[config.mk]
export PLATFORM = sky130hd
export DESIGN_NAME = multi_input_adder_round_stream
export DESIGN_NICKNAME = d
export VERILOG_FILES = /design/src/rtl/adder_round_pkg.sv /design/src/rtl/multi_input_adder_round_stream_round_sat_stage.sv /design/src/rtl/multi_input_adder_round_stream.sv
export SDC_FILE = /design/constraint.sdc
export NUM_CORES = 1
export LEC_CHECK = 0
export ABC_AREA = 1
export CORE_MARGIN = 4
export CORE_UTILIZATION = 45
export DETAILED_ROUTE_END_ITERATION = 10
export PLACE_DENSITY_LB_ADDON = 0.08
export RECOVER_POWER = 25
export SLEW_MARGIN = 0
export SYNTH_ARGS = -nofsm -noshare
export SYNTH_HDL_FRONTEND = slang
export SYNTH_HIERARCHICAL = 1
export SYNTH_SLANG_ARGS = --single-unit
[constraint.sdc]
create_clock -name clk -period 2.4 [get_ports clk]
set_input_delay 0.48 -clock clk [delete_from_list [all_inputs] [get_ports clk]]
set_output_delay 0.48 -clock clk [all_outputs]
set_load 0.1 [all_outputs]
[src/rtl/adder_round_pkg.sv]
// Shared types and elaboration helpers for the streaming multi-input adder
// with run-time rounding mode and output saturation.
package adder_round_pkg;

    typedef enum logic [1:0] {
        RND_EVEN  = 2'd0,
        RND_TRUNC = 2'd1,
        RND_AWAY  = 2'd2
    } round_mode_t;

    localparam int SAT_CNT_W = 16;

    function automatic int sum_width(input int num, input int win);
        return win + $clog2(num);
    endfunction

    // Operands left at a given tree level; an odd leftover rides up unpaired.
    function automatic int node_count(input int num, input int lvl);
        int c;
        c = num;
        for (int i = 0; i < lvl; i++) begin
            c = (c + 1) / 2;
        end
        return c;
    endfunction

endpackage

[src/rtl/multi_input_adder_round_stream_round_sat_stage.sv]
// Registered round/saturate stage: drops DROP_LSB bits using the beat's own
// rounding mode, then clips to WIDTH_OUT and flags beats that were clipped.
module round_sat_stage
    import adder_round_pkg::*;
#(
    parameter int WIDTH_IN  = 10,
    parameter int WIDTH_OUT = 8,
    parameter int DROP_LSB  = 2,
    parameter int IS_SIGNED = 1
) (
    input  logic                 clk,
    input  logic                 rst,
    input  logic                 adv,
    input  logic                 in_valid,
    input  logic [WIDTH_IN-1:0]  in_sum,
    input  round_mode_t          in_mode,
    output logic                 out_valid,
    output logic [WIDTH_OUT-1:0] dout,
    output logic                 dout_sat
);

    localparam int W  = WIDTH_IN;
    localparam int CW = (W + 1 > WIDTH_OUT + 1) ? W + 1 : WIDTH_OUT + 1;
    localparam logic signed [CW-1:0] ONE   = CW'(1);
    localparam logic signed [CW-1:0] MAX_V = (IS_SIGNED != 0) ? (ONE <<< (WIDTH_OUT - 1)) - ONE
                                                              : (ONE <<< WIDTH_OUT) - ONE;
    localparam logic signed [CW-1:0] MIN_V = (IS_SIGNED != 0) ? -(ONE <<< (WIDTH_OUT - 1)) : '0;

    logic signed [W:0]    s_ext;
    logic signed [W:0]    rounded;
    logic signed [CW-1:0] r_w;
    logic [WIDTH_OUT-1:0] dout_next;
    logic                 sat_next;
    logic                 out_valid_reg;
    logic [WIDTH_OUT-1:0] dout_reg;
    logic                 sat_reg;

    // One extra bit so the rounding carry out of the top can never be lost.
    assign s_ext = (IS_SIGNED != 0) ? {in_sum[W-1], in_sum} : {1'b0, in_sum};

    if (DROP_LSB == 0) begin : g_bypass
        logic unused_mode;
        assign unused_mode = ^in_mode;
        assign rounded     = s_ext;
    end else begin : g_round
        localparam int DM1 = DROP_LSB - 1;
        localparam logic [W:0] REST_MASK = (W + 1)'((1 << DM1) - 1);
        logic signed [W:0] q;
        logic half;
        logic rest;
        logic inc;
        always_comb begin
            q    = s_ext >>> DROP_LSB;
            half = s_ext[DM1];
            rest = |(s_ext & REST_MASK);
            // q is the floor, so a negative exact tie is already "away" from zero.
            case (in_mode)
                RND_TRUNC: inc = 1'b0;
                RND_AWAY:  inc = half & (~s_ext[W] | rest);
                default:   inc = half & (rest | q[0]);
            endcase
            rounded = q + {{W{1'b0}}, inc};
        end
    end

    always_comb begin
        r_w       = CW'(rounded);
        sat_next  = 1'b0;
        dout_next = r_w[WIDTH_OUT-1:0];
        if (r_w > MAX_V) begin
            dout_next = MAX_V[WIDTH_OUT-1:0];
            sat_next  = 1'b1;
        end else if (r_w < MIN_V) begin
            dout_next = MIN_V[WIDTH_OUT-1:0];
            sat_next  = 1'b1;
        end
    end

    always_ff @(posedge clk or posedge rst) begin
        if (rst) begin
            out_valid_reg <= 1'b0;
            dout_reg      <= '0;
            sat_reg       <= 1'b0;
        end else if (adv) begin
            out_valid_reg <= in_valid;
            if (in_valid) begin
                dout_reg <= dout_next;
                sat_reg  <= sat_next;
            end
        end
    end

    assign out_valid = out_valid_reg;
    assign dout      = dout_reg;
    assign dout_sat  = sat_reg;

endmodule

[src/rtl/multi_input_adder_round_stream.sv]
// Pipelined N-input adder tree with valid/ready stream, per-beat rounding mode
// and saturation. Optional saturation event counter: MIA_ROUND_SAT_COUNT_EN.
module multi_input_adder_round_stream
    import adder_round_pkg::*;
#(
    parameter int NUM_INPUT = 4,
    parameter int WIDTH_IN  = 8,
    parameter int WIDTH_OUT = 8,
    parameter int DROP_LSB  = 2,
    parameter int IS_SIGNED = 1
) (
    input  logic                               clk,
    input  logic                               rst,
    input  logic                               ena,
    input  logic                               din_valid,
    output logic                               din_ready,
    input  logic [NUM_INPUT-1:0][WIDTH_IN-1:0] din,
    input  logic [1:0]                         rnd_mode,
    output logic                               dout_valid,
    input  logic                               dout_ready,
    output logic [WIDTH_OUT-1:0]               dout,
    output logic                               dout_sat
`ifdef MIA_ROUND_SAT_COUNT_EN
    ,
    input  logic                               sat_clr,
    output logic [SAT_CNT_W-1:0]               sat_count
`endif
);

    localparam int WIDTH_SUM = sum_width(NUM_INPUT, WIDTH_IN);
    localparam int LEVELS    = $clog2(NUM_INPUT);
    localparam int EXT       = WIDTH_SUM - WIDTH_IN;

    if (NUM_INPUT < 2) begin : g_chk_num
        $error("NUM_INPUT must be at least 2");
    end
    if (WIDTH_IN <= 0) begin : g_chk_win
        $error("WIDTH_IN must be positive");
    end
    if (WIDTH_OUT <= 0) begin : g_chk_wout
        $error("WIDTH_OUT must be positive");
    end
    if (DROP_LSB >= WIDTH_SUM) begin : g_chk_drop
        $error("DROP_LSB must be below the sum width");
    end

    // Whole pipeline moves together; a held output stalls everything upstream.
    logic adv;
    assign adv       = ena & (~dout_valid | dout_ready);
    assign din_ready = adv;

    genvar gl, gi;
    for (gl = 0; gl <= LEVELS; gl++) begin : g_lvl
        localparam int CNT = node_count(NUM_INPUT, gl);
        logic [WIDTH_SUM-1:0] node [CNT];
        logic                 vld;
        round_mode_t          mode;

        if (gl == 0) begin : g_in
            for (gi = 0; gi < CNT; gi++) begin : g_ext
                if (IS_SIGNED != 0) begin : g_sx
                    assign node[gi] = {{EXT{din[gi][WIDTH_IN-1]}}, din[gi]};
                end else begin : g_zx
                    assign node[gi] = {{EXT{1'b0}}, din[gi]};
                end
            end
            assign vld  = din_valid;
            assign mode = (rnd_mode == 2'b11) ? RND_EVEN : round_mode_t'(rnd_mode);
        end else begin : g_reg
            localparam int PCNT = node_count(NUM_INPUT, gl - 1);
            for (gi = 0; gi < CNT; gi++) begin : g_node
                logic [WIDTH_SUM-1:0] node_next;
                if (2 * gi + 1 < PCNT) begin : g_pair
                    assign node_next = g_lvl[gl-1].node[2*gi] + g_lvl[gl-1].node[2*gi+1];
                end else begin : g_pass
                    assign node_next = g_lvl[gl-1].node[2*gi];
                end
                always_ff @(posedge clk or posedge rst) begin
                    if (rst) begin
                        node[gi] <= '0;
                    end else if (adv && g_lvl[gl-1].vld) begin
                        node[gi] <= node_next;
                    end
                end
            end
            always_ff @(posedge clk or posedge rst) begin
                if (rst) begin
                    vld  <= 1'b0;
                    mode <= RND_EVEN;
                end else if (adv) begin
                    vld <= g_lvl[gl-1].vld;
                    if (g_lvl[gl-1].vld) begin
                        mode <= g_lvl[gl-1].mode;
                    end
                end
            end
        end
    end

    round_sat_stage #(
        .WIDTH_IN  (WIDTH_SUM),
        .WIDTH_OUT (WIDTH_OUT),
        .DROP_LSB  (DROP_LSB),
        .IS_SIGNED (IS_SIGNED)
    ) u_round_sat (
        .clk       (clk),
        .rst       (rst),
        .adv       (adv),
        .in_valid  (g_lvl[LEVELS].vld),
        .in_sum    (g_lvl[LEVELS].node[0]),
        .in_mode   (g_lvl[LEVELS].mode),
        .out_valid (dout_valid),
        .dout      (dout),
        .dout_sat  (dout_sat)
    );

`ifdef MIA_ROUND_SAT_COUNT_EN
    logic [SAT_CNT_W-1:0] sat_count_reg;
    always_ff @(posedge clk or posedge rst) begin
        if (rst) begin
            sat_count_reg <= '0;
        end else if (sat_clr) begin
            sat_count_reg <= '0;
        end else if (ena && dout_valid && dout_ready && dout_sat && !(&sat_count_reg)) begin
            sat_count_reg <= sat_count_reg + SAT_CNT_W'(1);
        end
    end
    assign sat_count = sat_count_reg;
`endif

endmodule

== Word-level counts from Yosys, hierarchy flattened ==
Index checks and enable logic that the tools add are counted.
Storage, ports and cells
  register bits: 46
  input bits: 39
  logic and storage cells: 38
Operators by class
  add/subtract/negate cells: 4
  order comparisons: 2
  equal/unequal tests: 3
  multiplexer cells: 6
  bitwise logic cells: 8
  reduce and logical (&&, ||, !) cells: 5
Operators with widths (number)
  8-bit by 8-bit adder with 9-bit output: 2
  8-bit two-way mux: 2
  11-bit by 8-bit greater-than comparator with 1-bit output (second input constant): 1
  11-bit by 8-bit < comparator with 1-bit output (second input constant): 1
  10-bit adder: 1
  8-bit by 2-bit adder with 9-bit output: 1
  2-bit AND reduction: 3
  2-bit equality test (second input constant): 2
  1-bit AND: 3
  1-bit bitwise OR: 3
  2-bit by 1-bit equality test with 1-bit output (second input constant): 1
  1-bit logical AND: 2
  1-bit two-way mux: 2
  2-bit two-way mux: 1
  1-bit inverter: 2
  1-bit case mux with 2 select lines: 1

== Logic depth before layout (Yosys ltp) ==
Gate-level depths: netlist of the first run.
  depth after elaboration: 8
  gate-level depth with buffers: 13

== Hierarchy ==
Netlist of the first run, hierarchy kept.
Modules (own cells, without submodules)
  multi_input_adder_round_stream: instances 1, cells each 319, area each 2478.6 µm², sequential area each 850.8 µm²
  round_sat_stage: instances 1, cells each 99, area each 713.2 µm², sequential area each 250.2 µm²

== Worst setup path after synthesis of the first run ==
Ideal clock, no wire load.
  kind: register to register
  start point: register u_round_sat.out_valid_reg (netlist: u_round_sat/out_valid)
  end point: register u_round_sat.dout_reg[1] (netlist: u_round_sat/dout[1])
  setup time: 0.113 ns
  arrival: 2.203 ns
  data required time: 2.287 ns
  slack: 0.084 ns
  cell stages (with the launch flop): 10
  clock period less this slack: 2.316 ns
  cell sequence: dfrtp_1 -> nand2_2 -> nand2_4 -> inv_2 -> nand2_1 -> inv_1 -> buf_2 -> or2_2 -> nand2_1 -> inv_1
Between the ends
  word-level cells in the longest chain between the ends: 4
Ends and longest elaborated chain
  from (decl): RTL line multi_input_adder_round_stream_round_sat_stage.sv:34  | logic out_valid_reg;
  from (signal assigned): RTL line multi_input_adder_round_stream_round_sat_stage.sv:85  | out_valid_reg <= in_valid;
  1-bit inverter: RTL line multi_input_adder_round_stream.sv:49  | assign adv = ena & (~dout_valid | dout_ready);
  1-bit bitwise OR: RTL line multi_input_adder_round_stream.sv:49
  1-bit AND: RTL line multi_input_adder_round_stream.sv:49
  net din_ready: RTL line multi_input_adder_round_stream.sv:16  | output logic din_ready,
  2-bit AND reduction (no source line)
  to (signal assigned): RTL line multi_input_adder_round_stream_round_sat_stage.sv:87  | dout_reg <= dout_next;
  to (decl): RTL line multi_input_adder_round_stream_round_sat_stage.sv:35  | logic [WIDTH_OUT-1:0] dout_reg;
The timed path passes the listed nets, and every way through them passes these cells.
A chain may end at the register's enable or synchronous reset.

== Worst setup path after layout of the first run ==
  start point: register g_lvl[2].node[9] (netlist bit)
  end point: register u_round_sat.dout_reg[3] (netlist: u_round_sat/dout[3])
Between the ends
  word-level cells in the longest chain between the ends: 8
  elaborated cells on any way between the ends: 9
Ends and longest elaborated chain
  from (decl): RTL line multi_input_adder_round_stream.sv:55  | logic [WIDTH_SUM-1:0] node [CNT];
  from (signal, indexed assignment): RTL line multi_input_adder_round_stream.sv:82  | node[gi] <= node_next;
  1-bit inverter: RTL line multi_input_adder_round_stream_round_sat_stage.sv:59  | RND_AWAY: inc = half & (~s_ext[W] | rest);
  1-bit bitwise OR: RTL line multi_input_adder_round_stream_round_sat_stage.sv:59
  1-bit AND: RTL line multi_input_adder_round_stream_round_sat_stage.sv:59
  1-bit case mux with 2 select lines: RTL line multi_input_adder_round_stream_round_sat_stage.sv:57  | case (in_mode)
  8-bit by 2-bit adder with 9-bit output (*): RTL line multi_input_adder_round_stream_round_sat_stage.sv:62  | rounded = q + {{W{1'b0}}, inc};
  11-bit by 8-bit < comparator with 1-bit output: RTL line multi_input_adder_round_stream_round_sat_stage.sv:73  | end else if (r_w < MIN_V) begin
  8-bit two-way mux: RTL line multi_input_adder_round_stream_round_sat_stage.sv:73
  8-bit two-way mux (*): RTL line multi_input_adder_round_stream_round_sat_stage.sv:70  | if (r_w > MAX_V) begin
Mark *: on every way between the ends. The rest lies on a longest branch, timed or not.

==> metrics.md, run 1 <==
| Metric | Value |
|---|---|
| Reg clk slew, reported paths | `90 ps` |
| DP HPWL | `5045 um` |
| Slowest Stage Delay on Critical Path | `440 ps` |
| Die width | `92.22 um` |
| Final #Nets | `539` |
| Critical setup path kind | `reg2reg` |
| Avg WL per Cell | `10.90 um` |
| Largest net degree at the start of global routing | `35` |
| Die Y | `92.22 um` |
| PostCTS Resize Cnt | `0` |
| Worst Path Required | `2600 ps` |
| Critical Path, Cell by Cell | `inv_1 -> nand3_1 -> a21oi_1 -> ha_1 -> nand2_2 -> nor2_4 -> nand3_2 -> nand3_4 -> nand3_1 -> nand2_1 -> inv_1` |
| DR vias | `2,657` |
| CP endpoint kind | `flip-flop` |
| Initial antenna violation count | `0` |
| WHS Endpoint | `g_lvl[2].mode[0]` |
| Final Hold Viols | `0` |
| Tot GR Track Use | `0.1547` |
| Relative slew slack | `0.4417` |
| Initial core utilization | `0.4672` |
| Final worst path period share | `0.8074` |
| Cell Rows | `30` |
| CTS hold repair buffers | `0` |
| GR Overflow Total | `0` |
| Filler cell count in the final layout | `691` |
| Worst Hold Class | `reg2reg` |
| WP data arrival | `2140 ps` |
| Post-synth top area cell | `dfrtp_1` |
| Post-DRT Antenna Nets | `0` |
| H-tree depth | `2` |
| Cell area after synthesis | `3192 um^2` |
| Register area | `1101 um^2` |
| Worst R2R Path Depth | `11` |
| ANT cells | `0` |
| Synth unique cells | `34` |
| Inst Count DP | `559` |
| Synth area leaders | `dfrtp_1 34%, nand2_1 17%, ha_1 11%` |
| Max Buffers Root-to-Sink | `2` |
| RSZ-0062 raised after global routing | `false` |
| Share of the synthesized area in the top cell type | `0.3450` |
| Drt total wl | `6178 um` |
| Least-Margin Pin Slew | `837.5 ps` |
| Status | `finished, final reports clean` |
| Reg-to-reg setup timing slack | `460 ps` |
| Seq/Total Area, Yosys | `0.3450` |
| TritonCTS Buffers | `5` |
| DIE AREA | `8505 um^2` |
| Synth warn | `6` |
| Slowest stage cell on the critical path | `dfrtp_1` |
| Reg2Reg Capture Point | `u_round_sat/dout[3]` |
| Fraction of registers with async set/reset | `1.000` |
| Core area | `6832 um^2` |
| Post-Route Setup TNS | `0 ps` |
| Startpoint Class | `flip-flop` |
| Worst r2r src | `g_lvl[2].node[9]` |
| Final Util | `0.5604` |
| I/O Buffers | `49` |
| Sink Count | `44` |
| Hold-critical path depth | `2` |
| Multi-input gate area | `1848 um^2` |
| Synthesized Nets | `487` |
| Seq cells post-synth | `44` |
| First-pass GRT wire length | `10,870 um` |
| Skew final | `9.528 ps` |
| Mean Syn Cell Area | `7.636 um^2` |
| Hold Path Origin | `g_lvl[2].mode[0]` |
| Power per cell area | `984.1 nW/um^2` |
| Most common cell in the netlist | `nand2_1` |
| Max IR drop VDD | `0.4531 mV` |
| Max Slew Vio Count | `0` |
| Number of remaining DRC errors | `0` |
| Largest register FFs | `28` |
| DRT Pass-1 Iters | `4` |
| Clock root buffer master | `clkbuf_8` |
| Worst path buffer plus inverter count | `2` |
| Cell family with most CP delay | `simple AND/OR/NAND/NOR gates` |
| Synth Instances | `418` |
| Routability cong. | `0.8660` |
| Routed vias/inst | `4.686` |
| CTS tree | `yes` |
| Layout cells sized above 1 | `0.1338` |
| Final Setup Violations | `0` |
| Post-CTS Setup Bufs | `0` |
| Leak Pwr | `0.001944 uW` |
| Fin cells | `567` |
| I/O Pins | `50` |
| Vias in the first global route | `2,526` |
| Max-cap violations | `0` |
| Prevailing post-synth register cell | `dfrtp_1` |
| P&R area growth vs syn | `19.95%` |
| Worst-skew pair later-pin latency | `290 ps` |
| Leading cell types by count after synthesis | `147 x nand2_1, 45 x inv_1, 44 x dfrtp_1` |
| Tmin final | `1938 ps` |
| DR iter-0 viols | `76` |
| Max frequency | `516.1 MHz` |
| Critical path fanouts, max | `8` |
| Number of synthesized flops with an enable pin | `0` |
## cell usage in the layout, fill, tap and decap left out, drive strengths merged
master         Yosys  layout
clkdlybuf4s50      0      37
clkbuf             0       6
buf                5      11
ha                27      27
xor2               1       1
or2                7       7
o21a               1       1
fa                 3       3
nand4              3       3
inv               49      49
xnor2             10      10
nand2            158     158
nand3             45      45
o21bai             3       3
clkinv             0       3
o31ai              1       1
dfrtp             44      44
nor2              23      23
dlygate4sd3        0       1
o21ai             22      22
a21oi             13      13
nand3b             3       3
## metal layers
metal | vias to the layer above | GRT usage | share of wire | wire, um
met2 | 34 | 0.2853 | 0.51 | 3139
met3 | 4 | 0.02707 | 0.027 | 164
li1 | 1439 | - | - | -
met1 | 1180 | 0.1840 | 0.45 | 2808
met4 | 0 | 0.04084 | 0.010 | 64
met5 | - | 0 | 0 | 0
## report_power, final
group / internal [uW] / total, uW / switching [uW]
sequential: 1000 / 1210 / 205
combinational: 692 / 2100 / 1410
clock: 203 / 454 / 251
total: 1900 / 3770 / 1870
## how the worst max path moves through the flow
stage	endpoint	start	cells past startpoint	slack, ps
after global routing	u_round_sat/dout[3]	g_lvl[2].node[9]	11	280
after detailed placement	g_lvl[1].node[18]	din[0]	11	200
after global placement	g_lvl[1].node[18]	din[0]	11	240
after floorplan	u_round_sat/dout[1]	u_round_sat/out_valid	9	80
final	u_round_sat/dout[3]	g_lvl[2].node[9]	11	460
after CTS	u_round_sat/dout[3]	g_lvl[2].node[9]	11	440
## final cells by class
cell class / count / area share
multi-input cells: 320 / 0.4827
well taps: 96 / 0.03137
inverters: 49 / 0.05000
clock buffers: 5 / 0.01797
flip-flops and latches: 44 / 0.2876
clock inverters: 3 / 0.004902
repair buffers: 50 / 0.1255
## worst register-to-register path, stage by stage (launching register included)
cell,delay (ps)
dfrtp_1,440
inv_1,130
nand3_1,80
a21oi_1,200
ha_1,230
nand2_2,80
nor2_4,170
nand3_2,150
nand3_4,150
nand3_1,100
nand2_1,80
inv_1,40
## per-stage QoR
step	area (um^2)	setup slack, ps	hold WS, ps	power, uW
2_1_floorplan	3192	84.46	320.2	2882
3_3_place_gp	3744	241.3	463.2	3319
3_5_place_dp	3744	201.9	462.1	3349
4_1_cts	3831	443.0	482.9	3816
5_1_grt	3829	281.0	502.1	4100
6_report	3829	462.2	476.5	3768
## cell families after synthesis
group	Yosys count	synth area share
buffers and inverters	54	0.07605
xor gates and xnor gates	11	0.03018
AOI/OAI and AO/OA	40	0.07723
adders and majority gates	30	0.1247
DFF	44	0.3450
and+or+nand+nor	239	0.3469
Power figures use the tool's default switching activity.
==> run 2, diff against run 1 <==
- clock period: 2.4 -> 1.9 ns (I/O delays scaled with it)
==> run 2 against run 1 <==
Utilization grew 3.8 points. First-iteration DRC count up 5.3%. Register-to-register slack worse by 340 ps. Clock power grew 52%. Total power up 37%. Critical path depth increased by 1. Non-clock buffer count grew 18. Clock-buffer cell count rose by 1. Flip-flop and latch count did not move. Via count is 3.5% higher. Combinational power is 38% higher. Die area unchanged.
==> metrics.md, run 2 (synthesized netlist as in run 1, its figures left out) <==
| Metric | Value |
|---|---|
| CP endpoint kind | `flip-flop` |
| Final Hold Viols | `0 (unchanged)` |
| ANT cells | `0 (unchanged)` |
| Tmin final | `1774 ps (-163.9 ps)` |
| Layout cells sized above 1 | `0.1779 (+0.04416)` |
| TritonCTS Buffers | `5 (unchanged)` |
| Routed vias/inst | `4.701 (+0.32%)` |
| Tot GR Track Use | `0.1644 (+0.009669)` |
| Least-Margin Pin Slew | `822.0 ps (-15.45 ps)` |
| Worst Hold Class | `reg2reg` |
| Number of remaining DRC errors | `0 (unchanged)` |
| Avg WL per Cell | `10.92 um (+0.20%)` |
| Die width | `92.22 um (unchanged)` |
| Post-DRT Antenna Nets | `0 (unchanged)` |
| CTS tree | `yes` |
| Skew final | `8.460 ps (-1.068 ps)` |
| Cell Rows | `30 (unchanged)` |
| First-pass GRT wire length | `11,500 um (+5.8%)` |
| Reg clk slew, reported paths | `80 ps (about the same)` |
| Initial core utilization | `0.4672 (unchanged)` |
| H-tree depth | `2 (unchanged)` |
| GR peak layer | `met2` |
| Die Y | `92.22 um (unchanged)` |
| WP data arrival | `1970 ps (-170 ps)` |
| Post-route cell area | `4089 um^2 (+6.8%)` |
| P&R area growth vs syn | `28.11%` |
| Commonest non-fill, non-tap cell in the layout | `nand2_1` |
| I/O Pins | `50 (unchanged)` |
| Max-cap violations | `0 (unchanged)` |
| Core area | `6832 um^2 (unchanged)` |
| Routability cong. | `0.8556 (-1.2%)` |
| Max Slew Vio Count | `0 (unchanged)` |
| Commonest non-fill, non-tap cells in the layout | `146 x nand2_1, 43 x inv_1, 43 x dfrtp_1` |
| Max IR drop VDD | `0.5755 mV (+27%)` |
| Final worst path period share | `0.9336 (+0.1262)` |
| Worst-skew pair later-pin latency | `300 ps (about the same)` |
| Status | `finished, final reports clean` |
| Largest register FFs | `28 (unchanged)` |
| GR Overflow Total | `0 (unchanged)` |
| Worst Path Required | `2100 ps (-500 ps)` |
| GRT met3 Usage | `0.03281 (+0.005742)` |
| Min Hold Slack | `482.7 ps (+6.100 ps)` |
| DR vias | `2,750 (+3.5%)` |
| DRT Pass-1 Iters | `4 (unchanged)` |
| Vias in the first global route | `2,754 (+9.0%)` |
| Max Buffers Root-to-Sink | `2 (unchanged)` |
| DIE AREA | `8505 um^2 (unchanged)` |
| DP HPWL | `5235 um (+3.8%)` |
| Power per cell area | `1259 nW/um^2 (+28%)` |
| Leak Pwr | `0.002062 uW (+6.1%)` |
| Fin cells | `585 (+3.2%)` |
| GR met2 Demand/Resource | `0.3005 (+0.01521)` |
| Clock root buffer master | `clkbuf_8` |
| Critical setup path kind | `reg2reg` |
| Final Setup Violations | `0 (unchanged)` |
| Drt total wl | `6387 um (+3.4%)` |
| RSZ-0062 raised after global routing | `true` |
| Met1 Resource Use GR | `0.1901 (+0.006141)` |
| Startpoint Class | `flip-flop` |
| Critical path fanouts, max | `4 (-4)` |
| CTS hold repair buffers | `0 (unchanged)` |
| DR iter-0 viols | `80 (+5.3%)` |
| Max frequency | `563.7 MHz (+9.2%)` |
| Sink Count | `44 (unchanged)` |
| Largest net degree at the start of global routing | `35 (unchanged)` |
| I/O Buffers | `49 (unchanged)` |
| Relative slew slack | `0.4520 (+0.01030)` |
| Final #Nets | `557 (+3.3%)` |
| Cell Area, Placed | `3938 um^2 (+5.2%)` |
| Initial antenna violation count | `0 (unchanged)` |
| Inst Count DP | `574 (+2.7%)` |
[run 2: per-stage QoR]
stage | TNS, ps | total power (uW) | util | setup WS, ps
final | 0 | 5148 | 0.5985 | 126.1
after detailed placement | -708.8 | 4450 | 0.5764 | -161.3
after global placement | -521.7 | 4400 | 0.5764 | -137.5
after floorplan | 0 | 3647 | - | 94.24
after CTS | 0 | 5167 | 0.5927 | 43.27
after global routing | -130.4 | 5581 | 0.5985 | -39.11
[run 2: routing by layer]
layer / part of all wire / wire (um) / up-vias
li1: - / - / 1480
met2: 0.51 / 3247 / 38
met3: 0.032 / 205 / 8
met4: 0.017 / 110 / 0
met5: 0 / 0 / -
met1: 0.44 / 2823 / 1224
[run 2: worst max-delay path: stages, from the launching register on]
cell and delay (ps):
dfrtp_1 370, inv_2 50, nand2_1 80, a21oi_2 60, a21oi_2 170, ha_2 220
nand2_2 70, nor2_4 180, nand4_1 180, nand2_1 120, nand3_1 70, nand2_1 80
inv_1 40
[run 2: repair_timing]
item	in CTS	in global routing
endpoints found under the setup margin	1	8
setup buffers	0	3
gates resized for setup	1	8
pin swaps	0	7
[run 2: path summary, 6_finish.rpt]
path                                  start               endpoint  slack (ps)  cells past startpoint
max                        g_lvl[2].mode[0]    u_round_sat/dout[4]         130                     12
min                        g_lvl[1].mode[0]       g_lvl[2].mode[0]         480                      2
max reg2reg                g_lvl[2].mode[0]    u_round_sat/dout[4]         130                     12
min reg2reg                g_lvl[1].mode[0]       g_lvl[2].mode[0]         480                      2
max in group asynchronous               rst      g_lvl[1].node[11]         600                      3
min in group asynchronous               rst  u_round_sat/out_valid         510                      2
[run 2: report_power, final]
part           switching (uW)  total, uW  internal, uW
Clock                     299        689           390
Combinational            1830       2900          1070
Sequential                288       1560          1270
Total                    2420       5150          2730
[run 2: area by class of cell]
type,instances,area (um^2)
sequential,44,1105
fill,680,2743
clock buffer,6,72.57
tap,96,120.1
timing repair buffer,68,694.4
clock inverter,2,35.03
inverter,49,193.9
multi-input combinational,320,1868
==> run 3, diff against run 2 <==
- CORE_UTILIZATION: 45 -> 40
- MAX_ROUTING_LAYER: unset -> met4
- SLEW_MARGIN: 0 -> 15
==> run 3 against run 2 <==
Worst hold slack lost 0.97 ps. Final cell count increased by 1.4%. Via count is 0.84% higher. Maximum frequency is 1.3% higher. Non-clock buffer count up 2. First-iteration DRC count up 8.8%. Critical path type unchanged. Highest routed layer unchanged.
==> metrics.md, run 3 (synthesized netlist as in run 1, its figures left out) <==
| Metric | Value |
|---|---|
| Status | `finished, final reports clean` |
| Tot GR Track Use | `0.1475 (-0.01686)` |
| Max Buffers Root-to-Sink | `2 (unchanged)` |
| CTS tree | `yes` |
| Max IR drop VDD | `0.5162 mV (-10%)` |
| Critical setup path kind | `reg2reg` |
| Final #Nets | `559 (+0.36%)` |
| Die width | `97.33 um (+5.5%)` |
| Largest register FFs | `28 (unchanged)` |
| Min Hold Slack | `481.7 ps (-0.9690 ps)` |
| Final Setup Violations | `0 (unchanged)` |
| WHS Endpoint | `g_lvl[2].vld` |
| I/O Buffers | `49 (unchanged)` |
| Avg WL per Cell | `10.65 um (-2.5%)` |
| Skew final | `5.684 ps (-2.776 ps)` |
| Hold Path Origin | `g_lvl[2].vld` |
| Worst Path Required | `2100 ps (about the same)` |
| RSZ-0062 raised after global routing | `true` |
| Worst-skew pair later-pin latency | `300 ps (about the same)` |
| Worst Hold Class | `reg2reg` |
| Core area | `7727 um^2 (+13%)` |
| Number of remaining DRC errors | `0 (unchanged)` |
| CP endpoint kind | `flip-flop` |
| Worst r2r src | `g_lvl[2].node[9]` |
| Startpoint Class | `flip-flop` |
| Initial core utilization | `0.4131 (-0.05417)` |
| Inst Count DP | `584 (+1.7%)` |
| ANT cells | `0 (unchanged)` |
| Cell Area, Placed | `4013 um^2 (+1.9%)` |
| Least-Margin Pin Slew | `857.6 ps (+35.54 ps)` |
| Post-DRT Antenna Nets | `0 (unchanged)` |
| Vias in the first global route | `2,783 (+1.1%)` |
| CTS hold repair buffers | `0 (unchanged)` |
| Routability cong. | `0.8228 (-3.8%)` |
| Post-route cell area | `4148 um^2 (+1.4%)` |
| DR iter-0 viols | `87 (+8.8%)` |
| Drt total wl | `6315 um (-1.1%)` |
| WP data arrival | `1950 ps (-20 ps)` |
| Tmin final | `1751 ps (-23.04 ps)` |
| Post-Route Setup TNS | `0 ps (unchanged)` |
| Final worst path period share | `0.9215 (-0.01213)` |
| Power per cell area | `1267 nW/um^2 (+0.60%)` |
| Initial antenna violation count | `0 (unchanged)` |
| Final Hold Viols | `0 (unchanged)` |
| DRT Pass-1 Iters | `4 (unchanged)` |
| Hold-critical path depth | `2 (unchanged)` |
| DIE AREA | `9473 um^2 (+11%)` |
| Reg2Reg Capture Point | `u_round_sat/dout[3]` |
| Reg clk slew, reported paths | `80 ps (about the same)` |
| Clock root buffer master | `clkbuf_8` |
| Max frequency | `571.2 MHz (+1.3%)` |
| DP HPWL | `5227 um (-0.15%)` |
| Max Slew Vio Count | `0 (unchanged)` |
| Reg-to-reg setup timing slack | `150 ps (+20 ps)` |
| Max-cap violations | `0 (unchanged)` |
| Critical path fanouts, max | `8 (+4)` |
| Total power | `5253 uW (+2.0%)` |
| Commonest non-fill, non-tap cell in the layout | `nand2_1` |
| Worst R2R Path Depth | `11 (-1)` |
| H-tree depth | `2 (unchanged)` |
| Cell Rows | `32 (+6.7%)` |
| Routed vias/inst | `4.676 (-0.52%)` |
| Layout cells sized above 1 | `0.1853 (+0.007422)` |
| I/O Pins | `50 (unchanged)` |
| GR Overflow Total | `0 (unchanged)` |
| Leak Pwr | `0.002083 uW (+0.99%)` |
| Largest net degree at the start of global routing | `35 (unchanged)` |
| Commonest non-fill, non-tap cells in the layout | `145 x nand2_1, 45 x inv_1, 43 x dfrtp_1` |
| TritonCTS Buffers | `5 (unchanged)` |
| Die Y | `97.33 um (+5.5%)` |
| P&R area growth vs syn | `29.95%` |
| Sink Count | `44 (unchanged)` |
| DR vias | `2,773 (+0.84%)` |
| First-pass GRT wire length | `11,590 um (+0.72%)` |
| Fin cells | `593 (+1.4%)` |
| Relative slew slack | `0.4283 (-0.02369)` |
run 3: per-layer routing:
layer | vias to the layer above | wire length [um] | global-route usage
met5 | - | 0 | -
met3 | 7 | 180 | 0.02369
met2 | 33 | 3198 | 0.2718
met1 | 1252 | 2871 | 0.1672
li1 | 1481 | - | -
met4 | 0 | 65 | 0.03514
run 3: what timing repair did:
action / in CTS / in global routing
buffers inserted: 0 / 1
endpoints found under the setup margin: 0 / 10
resized for setup: 0 / 8
run 3: per-stage QoR:
stage / utilization / setup slack, ps
3_3_place_gp: 0.5193 / -146.4
4_1_cts: 0.5332 / 71.47
5_1_grt: 0.5368 / -0.3810
3_5_place_dp: 0.5193 / -163.2
2_1_floorplan: - / 94.24
6_report: 0.5368 / 149.2
run 3: how the worst max path moves through the flow:
stage	from	end	depth (start not counted)
after global placement	din[0]	g_lvl[1].node[18]	11
after floorplan	u_round_sat/out_valid	u_round_sat/dout[1]	9
after global routing	g_lvl[2].mode[1]	u_round_sat/dout[3]	11
after CTS	g_lvl[2].node[9]	u_round_sat/dout[3]	11
final	g_lvl[2].node[9]	u_round_sat/dout[3]	11
after detailed placement	din[0]	g_lvl[1].node[18]	11
run 3: area by class of cell:
class	count	area (um^2)
inverters	49	193.9
multi-input cells	320	1871
clock buffers	6	72.57
fillers	742	3580
well taps	102	127.6
flip-flops and latches	44	1105
clock inverters	2	35.03
repair buffers	70	743.2
run 3: critical path, cell delays in order (launching register included):
cell     delay [ps]
dfrtp_1         380
inv_1           100
nand3_1         100
a21oi_2         160
ha_2            200
nand2_2          70
nor2_4          150
nand3_2         130
nand3_4         120
nand3_1         100
nand2_1          90
inv_1            40
run 3: report_power, final:
part | internal, uW | leakage (uW) | switching [uW]
sequential | 1270 | 0.000538 | 299
combinational | 1160 | 0.00149 | 1820
clock | 390 | 0.0000552 | 313
